===== src/rtl/fetch_pkg.sv =====
// Shared types and constants for the instruction fetch path and the control unit.
package fetch_pkg;

  typedef enum logic [2:0] {
    IDLE,
    FETCH,
    WAIT_MEM,
    ISSUE,
    COMM,
    PAUSE,
    HALT
  } fetch_state_t;

  localparam logic [5:0] CTRL_OPCODE = 6'b111111;

  localparam logic [1:0] SUB_START = 2'b10;
  localparam logic [1:0] SUB_STOP  = 2'b11;
  localparam logic [1:0] SUB_END   = 2'b00;
  localparam logic [1:0] SUB_NOP   = 2'b01;

  localparam int SIG_WIDTH = 19;

endpackage


===== src/rtl/ins_classifier.sv =====
// Splits an instruction word into control flag, control subcode and side-channel payload.
module ins_classifier
  import fetch_pkg::*;
#(
  parameter int bus_width = 32
) (
  input  logic [bus_width-1:0] word,
  output logic                 is_ctrl,
  output logic [1:0]           subcode,
  output logic [SIG_WIDTH-1:0] payload
);

  // The low bits carry nothing for the fetch path; folding them here keeps them visibly consumed.
  logic unused_low_bits;

  assign is_ctrl         = (word[bus_width-1 -: 6] == CTRL_OPCODE);
  assign subcode         = word[bus_width-7 -: 2];
  assign payload         = word[bus_width-7 -: SIG_WIDTH];
  assign unused_low_bits = ^word[bus_width-SIG_WIDTH-7:0];

endmodule


===== src/rtl/fetch_sequencer.sv =====
// Owns the PC, reads instruction memory, and routes each word to the CU or the comm side channel.
module fetch_sequencer
  import fetch_pkg::*;
#(
  parameter int          bus_width  = 32,
  parameter int          addr_width = 16,
  parameter int unsigned start_addr = 0
) (
  input  logic                  clock,
  input  logic                  reset,
  input  logic                  run_in,
  output logic                  mem_req_out,
  output logic [addr_width-1:0] mem_addr_out,
  input  logic                  mem_ready_in,
  input  logic [bus_width-1:0]  mem_data_in,
  output logic [bus_width-1:0]  ins_out,
  output logic                  ins_valid_out,
  input  logic                  ins_ready_in,
  input  logic                  branch_valid_in,
  input  logic [addr_width-1:0] branch_target_in,
  output logic [SIG_WIDTH-1:0]  signal_out,
  output logic                  comm_valid_out,
  input  logic                  comm_ack_in,
  output logic                  cu_enable_out,
  output logic                  halted_out
);

  localparam logic [addr_width-1:0] START_PC = addr_width'(start_addr);

  fetch_state_t          state;
  logic [addr_width-1:0] pc;
  logic [addr_width-1:0] pc_inc;
  logic                  discard;
  logic                  is_ctrl;
  logic [1:0]            subcode;
  logic [SIG_WIDTH-1:0]  payload;

  ins_classifier #(.bus_width(bus_width)) u_classifier (
    .word    (mem_data_in),
    .is_ctrl (is_ctrl),
    .subcode (subcode),
    .payload (payload)
  );

  assign mem_addr_out = pc;
  assign pc_inc       = pc + 1'b1;

  always_ff @(posedge clock) begin
    if (reset) begin
      state          <= IDLE;
      pc             <= START_PC;
      discard        <= 1'b0;
      mem_req_out    <= 1'b0;
      ins_out        <= '0;
      ins_valid_out  <= 1'b0;
      signal_out     <= '0;
      comm_valid_out <= 1'b0;
      cu_enable_out  <= 1'b0;
      halted_out     <= 1'b0;
    end else begin
      case (state)
        IDLE: begin
          if (run_in) begin
            state       <= FETCH;
            mem_req_out <= 1'b1;
          end
        end

        // A redirect here arrives after the request left, so the old word must be dropped.
        FETCH: begin
          mem_req_out <= 1'b0;
          state       <= WAIT_MEM;
          if (branch_valid_in) begin
            pc      <= branch_target_in;
            discard <= 1'b1;
          end
        end

        WAIT_MEM: begin
          if (branch_valid_in)
            pc <= branch_target_in;
          if (!mem_ready_in) begin
            if (branch_valid_in)
              discard <= 1'b1;
          end else if (discard || branch_valid_in) begin
            discard     <= 1'b0;
            state       <= FETCH;
            mem_req_out <= 1'b1;
          end else if (!is_ctrl) begin
            pc            <= pc_inc;
            ins_out       <= mem_data_in;
            ins_valid_out <= 1'b1;
            cu_enable_out <= 1'b1;
            state         <= ISSUE;
          end else begin
            case (subcode)
              SUB_START: begin
                pc             <= pc_inc;
                signal_out     <= payload;
                comm_valid_out <= 1'b1;
                state          <= COMM;
              end
              SUB_STOP: begin
                pc             <= pc_inc;
                signal_out     <= payload;
                comm_valid_out <= 1'b1;
                cu_enable_out  <= 1'b0;
                state          <= PAUSE;
              end
              SUB_END: begin
                signal_out     <= payload;
                comm_valid_out <= 1'b1;
                cu_enable_out  <= 1'b0;
                halted_out     <= 1'b1;
                state          <= HALT;
              end
              SUB_NOP: begin
                pc          <= pc_inc;
                state       <= FETCH;
                mem_req_out <= 1'b1;
              end
            endcase
          end
        end

        ISSUE: begin
          if (branch_valid_in)
            pc <= branch_target_in;
          if (ins_ready_in) begin
            ins_valid_out <= 1'b0;
            state         <= FETCH;
            mem_req_out   <= 1'b1;
          end
        end

        COMM: begin
          if (comm_ack_in) begin
            comm_valid_out <= 1'b0;
            state          <= FETCH;
            mem_req_out    <= 1'b1;
          end
        end

        // STOP notifies the comm block with a single-cycle pulse; no ack is awaited.
        PAUSE: begin
          comm_valid_out <= 1'b0;
          if (run_in) begin
            state       <= FETCH;
            mem_req_out <= 1'b1;
          end
        end

        HALT: begin
          if (comm_ack_in)
            comm_valid_out <= 1'b0;
        end

        default: state <= IDLE;
      endcase
    end
  end

endmodule


===== config.mk =====
export PLATFORM = sky130hd
export DESIGN_NAME = fetch_sequencer
export DESIGN_NICKNAME = d
export VERILOG_FILES = /design/src/rtl/fetch_pkg.sv /design/src/rtl/ins_classifier.sv /design/src/rtl/fetch_sequencer.sv
export SDC_FILE = /design/constraint.sdc
export NUM_CORES = 1
export LEC_CHECK = 0
export BUFFER_PORTS_ARGS = -buffer_cell sky130_fd_sc_hd__buf_2
export CAP_MARGIN = 20
export CORE_ASPECT_RATIO = 0.9
export CORE_UTILIZATION = 54
export CTS_BUF_LIST = sky130_fd_sc_hd__clkbuf_16
export DETAILED_ROUTE_END_ITERATION = 12
export MAX_ROUTING_LAYER = met4
export PLACE_DENSITY = 0.85
export SYNTH_ARGS = -nofsm -noshare
export SYNTH_HDL_FRONTEND = slang
export SYNTH_HIERARCHICAL = 1
export SYNTH_SLANG_ARGS = --single-unit

===== constraint.sdc =====
create_clock -name clock -period 4.6 [get_ports clock]
set_input_delay 0.46 -clock clock [delete_from_list [all_inputs] [get_ports clock]]
set_output_delay 0.46 -clock clock [all_outputs]
set_load 0.05 [all_outputs]

Word level (Yosys, flattened, before mapping). Cells that the tools add are included.

Register bits: 76. Bits in latches: 0. RAM bits: 0. ROM bits: 0. Output and inout bits: 72. Word-level logic and storage cells: 99. Memories kept: 0.

Add/subtract/negate cells: 1. Multipliers: 0. Div/mod/pow operators: 0. Magnitude comparators: 0. Equal/unequal tests: 23. Shifts and indexed selects: 0. Mux-type cells: 39. Bitwise logic cells: 3. Reductions and logical operators: 23.

Operator list (count): $mux W16 (5); $pmux W16 S2 (1); $mux W1 (21); $reduce_and A5 Y1 (4); $mux W3 (6); $pmux W3 S6 (1); $add A16 B1 Y16 const B (1); $ne A2 B2 Y1 const B (8); $pmux W3 S4 (1); $eq A3 B3 Y1 const B (3); $ne A3 B3 Y1 const B (3); $reduce_and A4 Y1 (2); $reduce_or A2 Y1 (4); $reduce_and A7 Y1 (1); $eq A3 B2 Y1 const B (2); $eq A6 B6 Y1 const B (1); $reduce_and A6 Y1 (1); $reduce_bool A2 Y1 (3); $reduce_or A3 Y1 (2); $pmux W1 S5 (1); $reduce_bool A5 Y1 (1); $eq A2 B2 Y1 const B (2); $ne A2 B1 Y1 const B (2); $pmux W1 S2 (2); other kinds (9) (11).

Depth between registers and ports, before layout. Gate-level depths: netlist (run 1).

Word-level depth: 7. Mapped depth: 8.

Cells and area by module. The synthesis (run 1) kept the hierarchy.

By module, submodules not included: fetch_sequencer (times used 1, cells each 461, area each 3606.0 um^2); ins_classifier (times used 1, cells each 24, area each 171.4 um^2).

Worst setup path after synthesis (run 1). OpenSTA, ideal clock, no wires.

Path type: input port to flip-flop. Start point: input port mem_data_in[24]. End point: register pc[7] (netlist: mem_addr_out[7]). Library setup time: 122 ps. Arrival: 1899 ps. Data required time: 4478 ps. Slack: 2579 ps. Stages on the path: 8. Buffers on the path: 2. Path through: buf_4 -> inv_1 -> ha_1 -> a21boi_2 -> and3_1 -> buf_2 -> nor3_1 -> a221o_1.

Cells in the longest elaborated chain, start to end: 7. Elaborated cells on any way between the ends: 9.

Ends and longest elaborated chain: from (decl) (RTL line fetch_sequencer.sv:15) `input logic [bus_width-1:0] mem_data_in,`; $eq A2 B1 Y1 / $eq A2 B2 Y1 (equally long branches) (RTL line fetch_sequencer.sv:96) `case (subcode)`; $reduce_or A3 Y1 (no line) *; $mux W16 * (RTL line fetch_sequencer.sv:96); $mux W16 * (RTL line fetch_sequencer.sv:89) `end else if (!is_ctrl) begin`; $mux W16 * (RTL line fetch_sequencer.sv:85) `end else if (discard || branch_valid_in) begin`; $mux W16 * (RTL line fetch_sequencer.sv:82) `if (!mem_ready_in) begin`; $pmux W16 S2 * (RTL line fetch_sequencer.sv:61) `case (state)`; to (signal assigned) (RTL line fetch_sequencer.sv:81) `pc <= branch_target_in;`; to (signal assigned) (RTL line fetch_sequencer.sv:90) `pc <= pc_inc;`; to (signal assigned) (RTL line fetch_sequencer.sv:98) `pc <= pc_inc;`; to (decl) (RTL line fetch_sequencer.sv:31) `logic [addr_width-1:0] pc;`.

Every way passes the cells marked *; elsewhere a longest branch is shown, timed or not. A chain may end at the register's enable or synchronous reset.

Final worst setup path (run 1).
Start point: input port mem_data_in[30]. End point: register pc[15] (netlist: mem_addr_out[15]).

Cells in the longest elaborated chain, start to end: 5.

Ends and longest elaborated chain: $eq A6 B6 Y1 (RTL line ins_classifier.sv:16) `assign is_ctrl = (word[bus_width-1 -: 6] == CTRL_OPCODE);`; net is_ctrl (RTL line fetch_sequencer.sv:34) `logic is_ctrl;`; $mux W16 (RTL line fetch_sequencer.sv:89); $mux W16 (RTL line fetch_sequencer.sv:85); $mux W16 (RTL line fetch_sequencer.sv:82); $pmux W16 S2 (RTL line fetch_sequencer.sv:61).

The timed path passes the listed nets, and every way through them passes these cells.

==> results.json, run 1 <==
{
  "status": "complete, no violations",
  "setup_violations": 0,
  "clk_latency_ps": 330,
  "antenna_found_initial": 0,
  "synthDistinctLibCells": 63,
  "core_sq_um": 6656,
  "grt_pass1_wl_um": 15890,
  "critical_path_class": "input port to flip-flop",
  "met3RoutedLength_um": 682,
  "ant_nets": 0,
  "slowest_stage": "a31oi_1",
  "post-route-util_pct": 68.68,
  "routed_wl_um": 10000,
  "p_switching_mw": 0.6714,
  "slew_headroom_pct": 47.95,
  "worstPathMaxFanout": 10,
  "fmax_ghz": 0.4366,
  "h-tree-depth": 3,
  "rows": 28,
  "cp-start-kind": "input port",
  "p_seq_share_pct": 40.8,
  "power_frac_clock_pct": 34.5,
  "ios": 127,
  "syn_nets": 546,
  "worst-endpoint-required_ps": 4860,
  "worstRegToRegCells": 5,
  "clk_pin_slew_ps": 60,
  "cts-hold-fix-buffers": 0,
  "p_sw_share_pct": 35.64,
  "cp_top_family": "compound AO/OA/AOI/OAI gates",
  "worstReg2RegStart": "state[0]",
  "area_delta_synth_final_pct": 21.03,
  "initial_utilization_pct": 56.75,
  "synth-async-reset-ratio_pct": 0,
  "hold-worst-slack_ps": 358.6,
  "grtUsageTotal_pct": 27.81,
  "pwr_density_cell_nw_per_um2": 412.0,
  "min_to": "ins_out[2]",
  "synth-edff-count": 0,
  "remaining_drc_errors": 0,
  "power_mw": 1.884,
  "cts_resized": 0,
  "cts_tree": "done",
  "synthTopCellsByArea": "dfxtp_1 (40%), nand2_1 (12%), a21oi_1 (7.7%)",
  "ctsLongestPathBuffers": 2,
  "drive_above_1_share_pct": 26.94,
  "hold_class": "input port to flip-flop",
  "seq_area_sq_um": 1521,
  "arrival_ps": 2550,
  "vias": 3801,
  "fp.dieW_um": 90.16,
  "end_kind": "flip-flop",
  "ys_ff_latch": 76,
  "synth-main-ff-cell": "dfxtp_1",
  "cp_num_buf_inv": 1,
  "ys_warn_count": 6,
  "dr.first_iter.drc_count": 244,
  "rsz0062_at_grt": "false",
  "first_pass_iters": 5,
  "setup_slack_ps": 2310,
  "dp_slack_ps": 2028,
  "dieHeight_um": 81.35,
  "grt_pass1_vias": 3452,
  "syn_avg_cell_area_sq_um": 7.788,
  "p_int_mw": 1.212,
  "ir_drop_uv": 312.1,
  "met2_length_um": 4769,
  "met1Wirelength_um": 4345,
  "yosysSeqAreaShare_pct": 40.28,
  "critPathMaxStageDelay_ps": 650,
  "yosys.area.top_type": "dfxtp_1",
  "power_frac_comb_pct": 24.8,
  "fillCellCount": 575,
  "top_layer": "met4",
  "wl_per_cell_um": 14.95,
  "skew_ps": 8.652,
  "rrSetupSlack_ps": 2340,
  "cts_buffers": 9,
  "clkSinkCount": 76,
  "grt_overflow": 0,
  "dp_hpwl_um": 7012,
  "period_minus_slack_ps": 2290,
  "tns_ps": 0,
  "drv_cap": 0,
  "syn_inst": 485,
  "p_leak_nw": 1.876,
  "slew_viol_final": 0,
  "post-route-period-util_pct": 49.79,
  "grt_start_max_net_pins": 52,
  "worstPathCellList": "buf_2 -> nand4_1 -> nor2_1 -> a21boi_2 -> a31oi_1 -> a221oi_1 -> o21ai_1",
  "multi_input_area_sq_um": 1909,
  "holdPathStages": 3,
  "syn_area_sq_um": 3777,
  "io_buffers": 126,
  "worstReg2RegEnd": "ins_out[0]",
  "place_congestion": 0.8775,
  "synth_top_area_share_pct": 40.28,
  "cts_setup_buffers": 0,
  "tightest_slew_ps": 777.8,
  "holdCritStartpoint": "mem_data_in[2]",
  "dieArea_sq_um": 7334,
  "hold_violations": 0,
  "antennaDiodeCount": 0,
  "viasPerCell": 5.682,
  "final_nets": 635,
  "clockRootBuffer": "clkbuf_16"
}
## cells in the final DEF (no fill, tap or decap), types with 8 or more instances in the layout
| cell | count |
|---|---|
| nor2_1 | 17 |
| nor3_1 | 10 |
| buf_2 | 126 |
| o21ai_1 | 9 |
| a21oi_1 | 58 |
| clkbuf_16 | 9 |
| mux2i_1 | 9 |
| nand2_1 | 121 |
| nand3_1 | 8 |
| nand4_1 | 12 |
| inv_1 | 13 |
| dfxtp_1 | 76 |
## worst reg2reg max path: stages (launching register included)
cell and delay, ps:
dfxtp_1 480, nor3_1 490, nand3_1 630, buf_8 380, nand2_1 80, a21oi_1 70
## final cells by class
class	count	share of cell area [%]
tap	90	2.463
multi-input combinational	341	41.76
sequential	76	33.28
inverter	15	1.232
clock inverter	7	1.122
timing repair buffer	131	15.22
clock buffer	9	4.926
## synthesized netlist by cell type, types with 4 or more instances
| master | instances |
|---|---|
| and3_1 | 4 |
| buf_4 | 22 |
| nand4_1 | 12 |
| clkbuf_1 | 18 |
| o211ai_1 | 4 |
| ha_1 | 6 |
| nor4_1 | 7 |
| a21oi_1 | 58 |
| o21ai_1 | 9 |
| nand3_1 | 8 |
| nor2b_1 | 5 |
| inv_1 | 13 |
| nand2_1 | 121 |
| dfxtp_1 | 76 |
| mux2i_1 | 9 |
| a211oi_1 | 4 |
| a31oi_1 | 6 |
| nor3_1 | 10 |
| buf_2 | 11 |
| nor2_1 | 17 |
## power by group through the flow
stage / Clock (mW) / Combinational (mW) / Sequential [mW]
6_report: 0.649 / 0.467 / 0.768
5_1_grt: 0.683 / 0.501 / 0.776
4_1_cts: 0.655 / 0.461 / 0.766
3_5_place_dp: 0 / 0.460 / 0.780
3_3_place_gp: 0 / 0.446 / 0.777
2_1_floorplan: 0 / 0.248 / 0.883
## stage by stage
stage / std cells / instance area (sq um)
floorplan: 485 / 3777
global placement: 651 / 4253
detailed placement: 652 / 4268
CTS: 668 / 4544
global route: 669 / 4572
finish: 669 / 4572
## registers in the layout, summed over array words and instances (netlist names)
name and flops:
mem_addr_out 16, halted_out 1, mem_req_out 1, signal_out 19, discard 1, cu_enable_out 1, comm_valid_out 1, ins_out 32
ins_valid_out 1, state 3
## routing by layer
layer / vias up / GRT usage (%)
li1: 1858 / -
met1: 1765 / 33.62
met2: 158 / 45.19
met3: 20 / 8.052
met4: 0 / 8.871
met5: - / -
## how the worst max path moves through the flow
stage	start	cells past startpoint	to	slack (ps)
global placement	branch_valid_in	5	ins_out[2]	1950
global route	state[0]	5	ins_out[16]	2070
detailed placement	mem_data_in[29]	8	ins_out[0]	2030
floorplan	mem_data_in[24]	8	mem_addr_out[7]	2580
CTS	state[1]	4	ins_out[0]	2180
finish	mem_data_in[30]	7	mem_addr_out[15]	2310
## cells by family after synthesis
group	after synthesis	synth area share (%)
adders and majority gates	6	1.987
muxes	12	3.279
and+or+nand+nor	200	24.11
DFF	76	40.28
AOI/OAI and AO/OA	123	20.84
buffers and inverters	68	9.506
(Power assumes the default switching activity.)
==> run 2: changes to the inputs <==
--- a/config.mk
+++ b/config.mk
@@ -8,11 +8,11 @@
 export BUFFER_PORTS_ARGS = -buffer_cell sky130_fd_sc_hd__buf_2
 export CAP_MARGIN = 20
 export CORE_ASPECT_RATIO = 0.9
-export CORE_UTILIZATION = 54
+export CORE_UTILIZATION = 51
 export CTS_BUF_LIST = sky130_fd_sc_hd__clkbuf_16
 export DETAILED_ROUTE_END_ITERATION = 12
 export MAX_ROUTING_LAYER = met4
-export PLACE_DENSITY = 0.85
+export PLACE_DENSITY = 0.81
 export SYNTH_ARGS = -nofsm -noshare
 export SYNTH_HDL_FRONTEND = slang
 export SYNTH_HIERARCHICAL = 1
==> constraint.sdc (replaced) <==
create_clock -name clock -period 2.3 [get_ports clock]
set_input_delay 0.23 -clock clock [delete_from_list [all_inputs] [get_ports clock]]
set_output_delay 0.23 -clock clock [all_outputs]
set_load 0.05 [all_outputs]
==> run 2 against run 1 <==
  * Register-to-register slack got worse by 2100 ps
  * Wire length grew 1.2%
  * Critical endpoint is now signal_out[6]
  * Critical path depth is 3 lower
  * Combinational power grew 110%
  * Setup slack got worse by 2100 ps
  * Hold slack got worse by 240 ps
  * Critical path type is now flip-flop to flip-flop
  * Clock power rose by 130%
  * Clock skew rose by 0.85 ps
  * Die area increased by 5.7%
  * Non-clock buffer count up 11
==> results.json, run 2 (same netlist as run 1, synthesis figures left out) <==
{
  "slew_viol_final": 0,
  "drv_cap": 0,
  "wl_per_cell_um": 14.82,
  "dieArea_sq_um": 7755,
  "dr.first_iter.drc_count": 283,
  "dp_hpwl_um": 7271,
  "grtUsageTotal_pct": 27.24,
  "clk_latency_ps": 340,
  "setup_violations": 0,
  "remaining_drc_errors": 0,
  "hold_class": "input port to flip-flop",
  "p_leak_nw": 1.947,
  "layout_common_cells": "buf_2 (126), nand2_1 (121), dfxtp_1 (76)",
  "ios": 127,
  "grt_pass1_vias": 3583,
  "antenna_found_initial": 0,
  "grt_start_max_net_pins": 45,
  "period_minus_slack_ps": 2044,
  "place_congestion": 0.9058,
  "worstPathMaxFanout": 20,
  "rsz0062_at_grt": "false",
  "dieHeight_um": 83.65,
  "critical_path_class": "flip-flop to flip-flop",
  "cts-hold-fix-buffers": 0,
  "drive_above_1_share_pct": 28.47,
  "grt_pass1_wl_um": 16600,
  "ir_drop_uv": 569.0,
  "largest_reg_flops": 32,
  "tns_ps": 0,
  "layout_commonest_cell": "buf_2",
  "pwr_density_cell_nw_per_um2": 850.5,
  "final_nets": 646,
  "cp-start-kind": "flip-flop",
  "initial_utilization_pct": 53.11,
  "ctsLongestPathBuffers": 2,
  "cts_buffers": 9,
  "routed_wl_um": 10120,
  "largest_register": "ins_out",
  "ant_nets": 0,
  "slew_headroom_pct": 59.97,
  "vias": 3855,
  "cts_setup_buffers": 0,
  "fillCellCount": 621,
  "clk_pin_slew_ps": 70,
  "post-route-period-util_pct": 88.85,
  "skew_ps": 9.498,
  "antennaDiodeCount": 0,
  "grt_overflow": 0,
  "cts_resized": 0,
  "hold_violations": 0,
  "worst-endpoint-required_ps": 2500,
  "fp.dieW_um": 92.72,
  "first_pass_iters": 5,
  "rows": 29,
  "clockRootBuffer": "clkbuf_16",
  "cts_tree": "done",
  "end_kind": "flip-flop",
  "core_sq_um": 7112,
  "io_buffers": 126,
  "hold-worst-slack_ps": 122.7,
  "h-tree-depth": 3,
  "arrival_ps": 2240,
  "clkSinkCount": 76,
  "tightest_slew_ps": 600.4,
  "viasPerCell": 5.644,
  "fmax_ghz": 0.4893,
  "area_delta_synth_final_pct": 23.45,
  "status": "complete, no violations"
}
run 2: cell types whose count changed in the layout (fill, tap and decap cells not counted):
cell / previous run / this run
buf_16: 1 / 0
buf_4: 3 / 16
buf_8: 1 / 0
bufinv_16: 0 / 1
clkinv_1: 1 / 0
clkinv_4: 1 / 2
clkinvlp_4: 4 / 1
inv_6: 1 / 2
inv_8: 0 / 1
run 2: through the flow:
step	util [%]	total power [mW]	instances	worst slack [ps]	cell area (sq um)
after floorplan	-	2.261	485	281.0	3777
after global placement	61.22	2.485	667	384.6	4354
after detailed placement	61.22	2.513	667	294.2	4354
after CTS	65.57	3.961	683	314.7	4663
after global routing	65.57	4.119	683	148.7	4663
final	65.57	3.966	683	256.5	4663
run 2: worst paths after layout:
| kind | from | to | slack [ps] | cells after the start |
|---|---|---|---|---|
| worst max register to register | state[1] | signal_out[6] | 260 | 4 |
| worst min-delay path | mem_data_in[0] | ins_out[0] | 120 | 3 |
| worst max-delay path | state[1] | signal_out[6] | 260 | 4 |
| worst min register to register | signal_out[9] | signal_out[9] | 450 | 2 |
run 2: worst max-delay path, cell delays in order (launching register included):
cell      delay, ps
dfxtp_1         670
nand3b_1        380
or4_4           660
nand2_1         120
a21oi_1          70
run 2: cell type report:
class | count | area [sq um] | area share (%)
multi-input cells | 341 | 1909 | 40.94
flip-flops and latches | 76 | 1521 | 32.63
repair buffers | 142 | 750.7 | 16.10
clock buffers | 9 | 225.2 | 4.830
well taps | 93 | 116.4 | 2.495
clock inverters | 7 | 83.83 | 1.798
inverters | 15 | 56.30 | 1.207
run 2: metal layers:
metal  track usage, %  share of wire (%)  wire length [um]
met5                -                  0                 0
met4            10.35                2.6               261
met3            6.557                7.1               718
met2            42.96                 46              4694
met1            33.79                 44              4451
run 2: power by group:
part | switching (mW) | leakage (nW) | internal [mW]
clock | 0.607 | 0.149 | 0.860
combinational | 0.662 | 1.18 | 0.311
sequential | 0.123 | 0.616 | 1.40
==> run 3: changes to the inputs <==
--- a/config.mk
+++ b/config.mk
@@ -6,14 +6,12 @@
 export NUM_CORES = 1
 export LEC_CHECK = 0
 export BUFFER_PORTS_ARGS = -buffer_cell sky130_fd_sc_hd__buf_2
-export CAP_MARGIN = 20
+export CAP_MARGIN = 5
 export CORE_ASPECT_RATIO = 0.9
-export CORE_UTILIZATION = 51
+export CORE_UTILIZATION = 35
 export CTS_BUF_LIST = sky130_fd_sc_hd__clkbuf_16
 export DETAILED_ROUTE_END_ITERATION = 12
 export MAX_ROUTING_LAYER = met4
-export PLACE_DENSITY = 0.81
 export SYNTH_ARGS = -nofsm -noshare
 export SYNTH_HDL_FRONTEND = slang
-export SYNTH_HIERARCHICAL = 1
 export SYNTH_SLANG_ARGS = --single-unit
==> run 3 against run 2 <==
  * Count of clock-buffer cells in the layout unchanged
  * Sequential share of layout area increased by 1.7 points
  * Total power decreased by 16%
  * Global-route usage decreased by 7.6 points
  * Flip-flop and latch count unchanged
  * Setup slack got worse by 5.4 ps
  * Die area increased by 32%
  * Critical endpoint is now signal_out[3]
  * Largest power group is now clock
==> results.json, run 3 <==
{
  "status": "complete, no violations",
  "cp-start-kind": "flip-flop",
  "layout_commonest_cell": "buf_2",
  "core_sq_um": 9331,
  "worstRegToRegCells": 5,
  "antenna_found_initial": 0,
  "holdPathStages": 3,
  "clkSinkCount": 76,
  "grt_overflow": 0,
  "setup_slack_ps": 251.0,
  "skew_ps": 7.659,
  "cts_resized": 0,
  "clk_latency_ps": 330,
  "hold_class": "input port to flip-flop",
  "rrSetupSlack_ps": 250,
  "layout_common_cells": "buf_2 (126), nand2_1 (115), dfxtp_1 (76)",
  "post-route-period-util_pct": 89.09,
  "arrival_ps": 2250,
  "startpoint": "state[0]",
  "synth-edff-count": 0,
  "io_buffers": 126,
  "syn_avg_cell_area_sq_um": 7.829,
  "largest_reg_flops": 32,
  "rows": 33,
  "syn_nets": 500,
  "synth_most_common_cell": "nand2_1",
  "end_kind": "flip-flop",
  "cts_tree": "done",
  "hold_violations": 0,
  "tns_ps": 0,
  "cts_setup_buffers": 0,
  "vias": 3477,
  "ys_warn_count": 0,
  "ios": 127,
  "initial_utilization_pct": 36.83,
  "area_delta_synth_final_pct": 28.90,
  "wl_per_cell_um": 14.27,
  "clockRootBuffer": "clkbuf_16",
  "dr.first_iter.drc_count": 254,
  "antennaDiodeCount": 0,
  "fillCellCount": 961,
  "rsz0062_at_grt": "false",
  "power_mw": 3.343,
  "worstReg2RegStart": "state[0]",
  "syn_area_sq_um": 3437,
  "pwr_density_cell_nw_per_um2": 754.6,
  "fmax_ghz": 0.4881,
  "worstReg2RegEnd": "signal_out[3]",
  "remaining_drc_errors": 0,
  "met2_length_um": 4400,
  "dp_hpwl_um": 6845,
  "grt_pass1_vias": 3074,
  "dieArea_sq_um": 10220,
  "synthTopCellsByArea": "dfxtp_1 (44%), nand2_1 (13%), a21oi_1 (10%)",
  "ctsLongestPathBuffers": 2,
  "synth-async-reset-ratio_pct": 0,
  "place_congestion": 0.8236,
  "clk_pin_slew_ps": 60,
  "fp.dieW_um": 106.5,
  "met1Wirelength_um": 4588,
  "worst-endpoint-required_ps": 2500,
  "hold-worst-slack_ps": 140.9,
  "synth-main-ff-cell": "dfxtp_1",
  "synth_top_area_share_pct": 44.27,
  "ant_nets": 0,
  "grtUsageTotal_pct": 19.61,
  "ys_ff_latch": 76,
  "final_nets": 616,
  "critical_path_class": "flip-flop to flip-flop",
  "slew_headroom_pct": 50.75,
  "viasPerCell": 5.098,
  "grt_start_max_net_pins": 33,
  "h-tree-depth": 3,
  "cts_buffers": 9,
  "drive_above_1_share_pct": 29.64,
  "p_leak_nw": 1.851,
  "first_pass_iters": 4,
  "synthTopCellsByCount": "nand2_1 (115), dfxtp_1 (76), a21oi_1 (70), nor2_1 (29), o21ai_0 (19)",
  "min_to": "ins_out[5]",
  "ir_drop_uv": 377.4,
  "routed_wl_um": 9733,
  "yosysSeqAreaShare_pct": 44.27,
  "grt_pass1_wl_um": 15200,
  "drv_cap": 0,
  "top_layer": "met4",
  "met3RoutedLength_um": 599,
  "dieHeight_um": 96.01,
  "period_minus_slack_ps": 2049,
  "cts-hold-fix-buffers": 0,
  "tightest_slew_ps": 738.7,
  "yosys.area.top_type": "dfxtp_1",
  "synthDistinctLibCells": 50,
  "dp_slack_ps": 295.4,
  "syn_inst": 439,
  "largest_register": "ins_out",
  "worstPathMaxFanout": 19,
  "setup_violations": 0,
  "slew_viol_final": 0,
  "holdCritStartpoint": "mem_data_in[5]"
}
-- run 3: changes by cell type after synthesis, sizes merged, moves of 6 or more --
| cell | before | now |
|---|---|---|
| a21oi | 59 | 70 |
| buf | 35 | 18 |
| clkbuf | 18 | 12 |
| mux2i | 9 | 1 |
| nand4 | 12 | 5 |
| nor2 | 17 | 29 |
| nor3 | 11 | 5 |
| o21ai | 11 | 20 |
-- run 3: cell families after synthesis --
| kind of cell | count (synthesis) | synth area share, % |
|---|---|---|
| adder cells (fa/ha/maj) | 6 | 2.184 |
| flip-flops | 76 | 44.27 |
| multiplexers | 4 | 1.274 |
| AND/OR/NAND/NOR | 188 | 24.57 |
| buffers and inverters | 41 | 6.225 |
| AO/OA/AOI/OAI | 124 | 21.48 |
-- run 3: worst max-delay path, cell delays in order, from the launching register on --
cell	delay, ps
dfxtp_1	450
nor3b_4	310
nand2_2	180
or3_1	710
nand2_1	170
a21oi_1	90
-- run 3: layout make-up --
cell class / instances / area, sq um / share of cell area [%]
timing repair buffer: 135 / 710.7 / 16.04
inverter: 11 / 41.29 / 0.9319
clock buffer: 9 / 225.2 / 5.083
sequential: 76 / 1521 / 34.34
tap: 122 / 152.6 / 3.445
multi-input combinational: 322 / 1704 / 38.46
clock inverter: 7 / 75.07 / 1.694
-- run 3: metrics by stage --
| step | cell area (sq um) | utilization [%] | cells |
|---|---|---|---|
| after floorplan | 3437 | - | 439 |
| after global placement | 4130 | 44.26 | 666 |
| after detailed placement | 4130 | 44.26 | 666 |
| after CTS | 4431 | 47.48 | 682 |
| after global routing | 4431 | 47.48 | 682 |
| final | 4431 | 47.48 | 682 |
-- run 3: report_power, final --
| part | switching (mW) | internal, mW | leakage [nW] |
|---|---|---|---|
| sequential | 0.0602 | 1.36 | 0.616 |
| clock | 0.583 | 0.846 | 0.140 |
| combinational | 0.331 | 0.160 | 1.09 |
-- run 3: worst max-delay path by stage --
| stage | end | slack (ps) | cells after the start |
|---|---|---|---|
| after floorplan | mem_addr_out[10] | 290 | 6 |
| after global placement | mem_addr_out[13] | 340 | 5 |
| after detailed placement | signal_out[14] | 300 | 5 |
| after CTS | signal_out[3] | 270 | 5 |
| after global routing | mem_addr_out[13] | 6 | 5 |
| final | signal_out[3] | 250 | 5 |
-- run 3: metal layers --
| metal | vias up | global-route usage (%) |
|---|---|---|
| met1 | 1593 | 26.45 |
| met2 | 116 | 29.17 |
| met4 | 0 | 6.050 |
| met3 | 11 | 4.536 |
| li1 | 1757 | - |
| met5 | - | - |
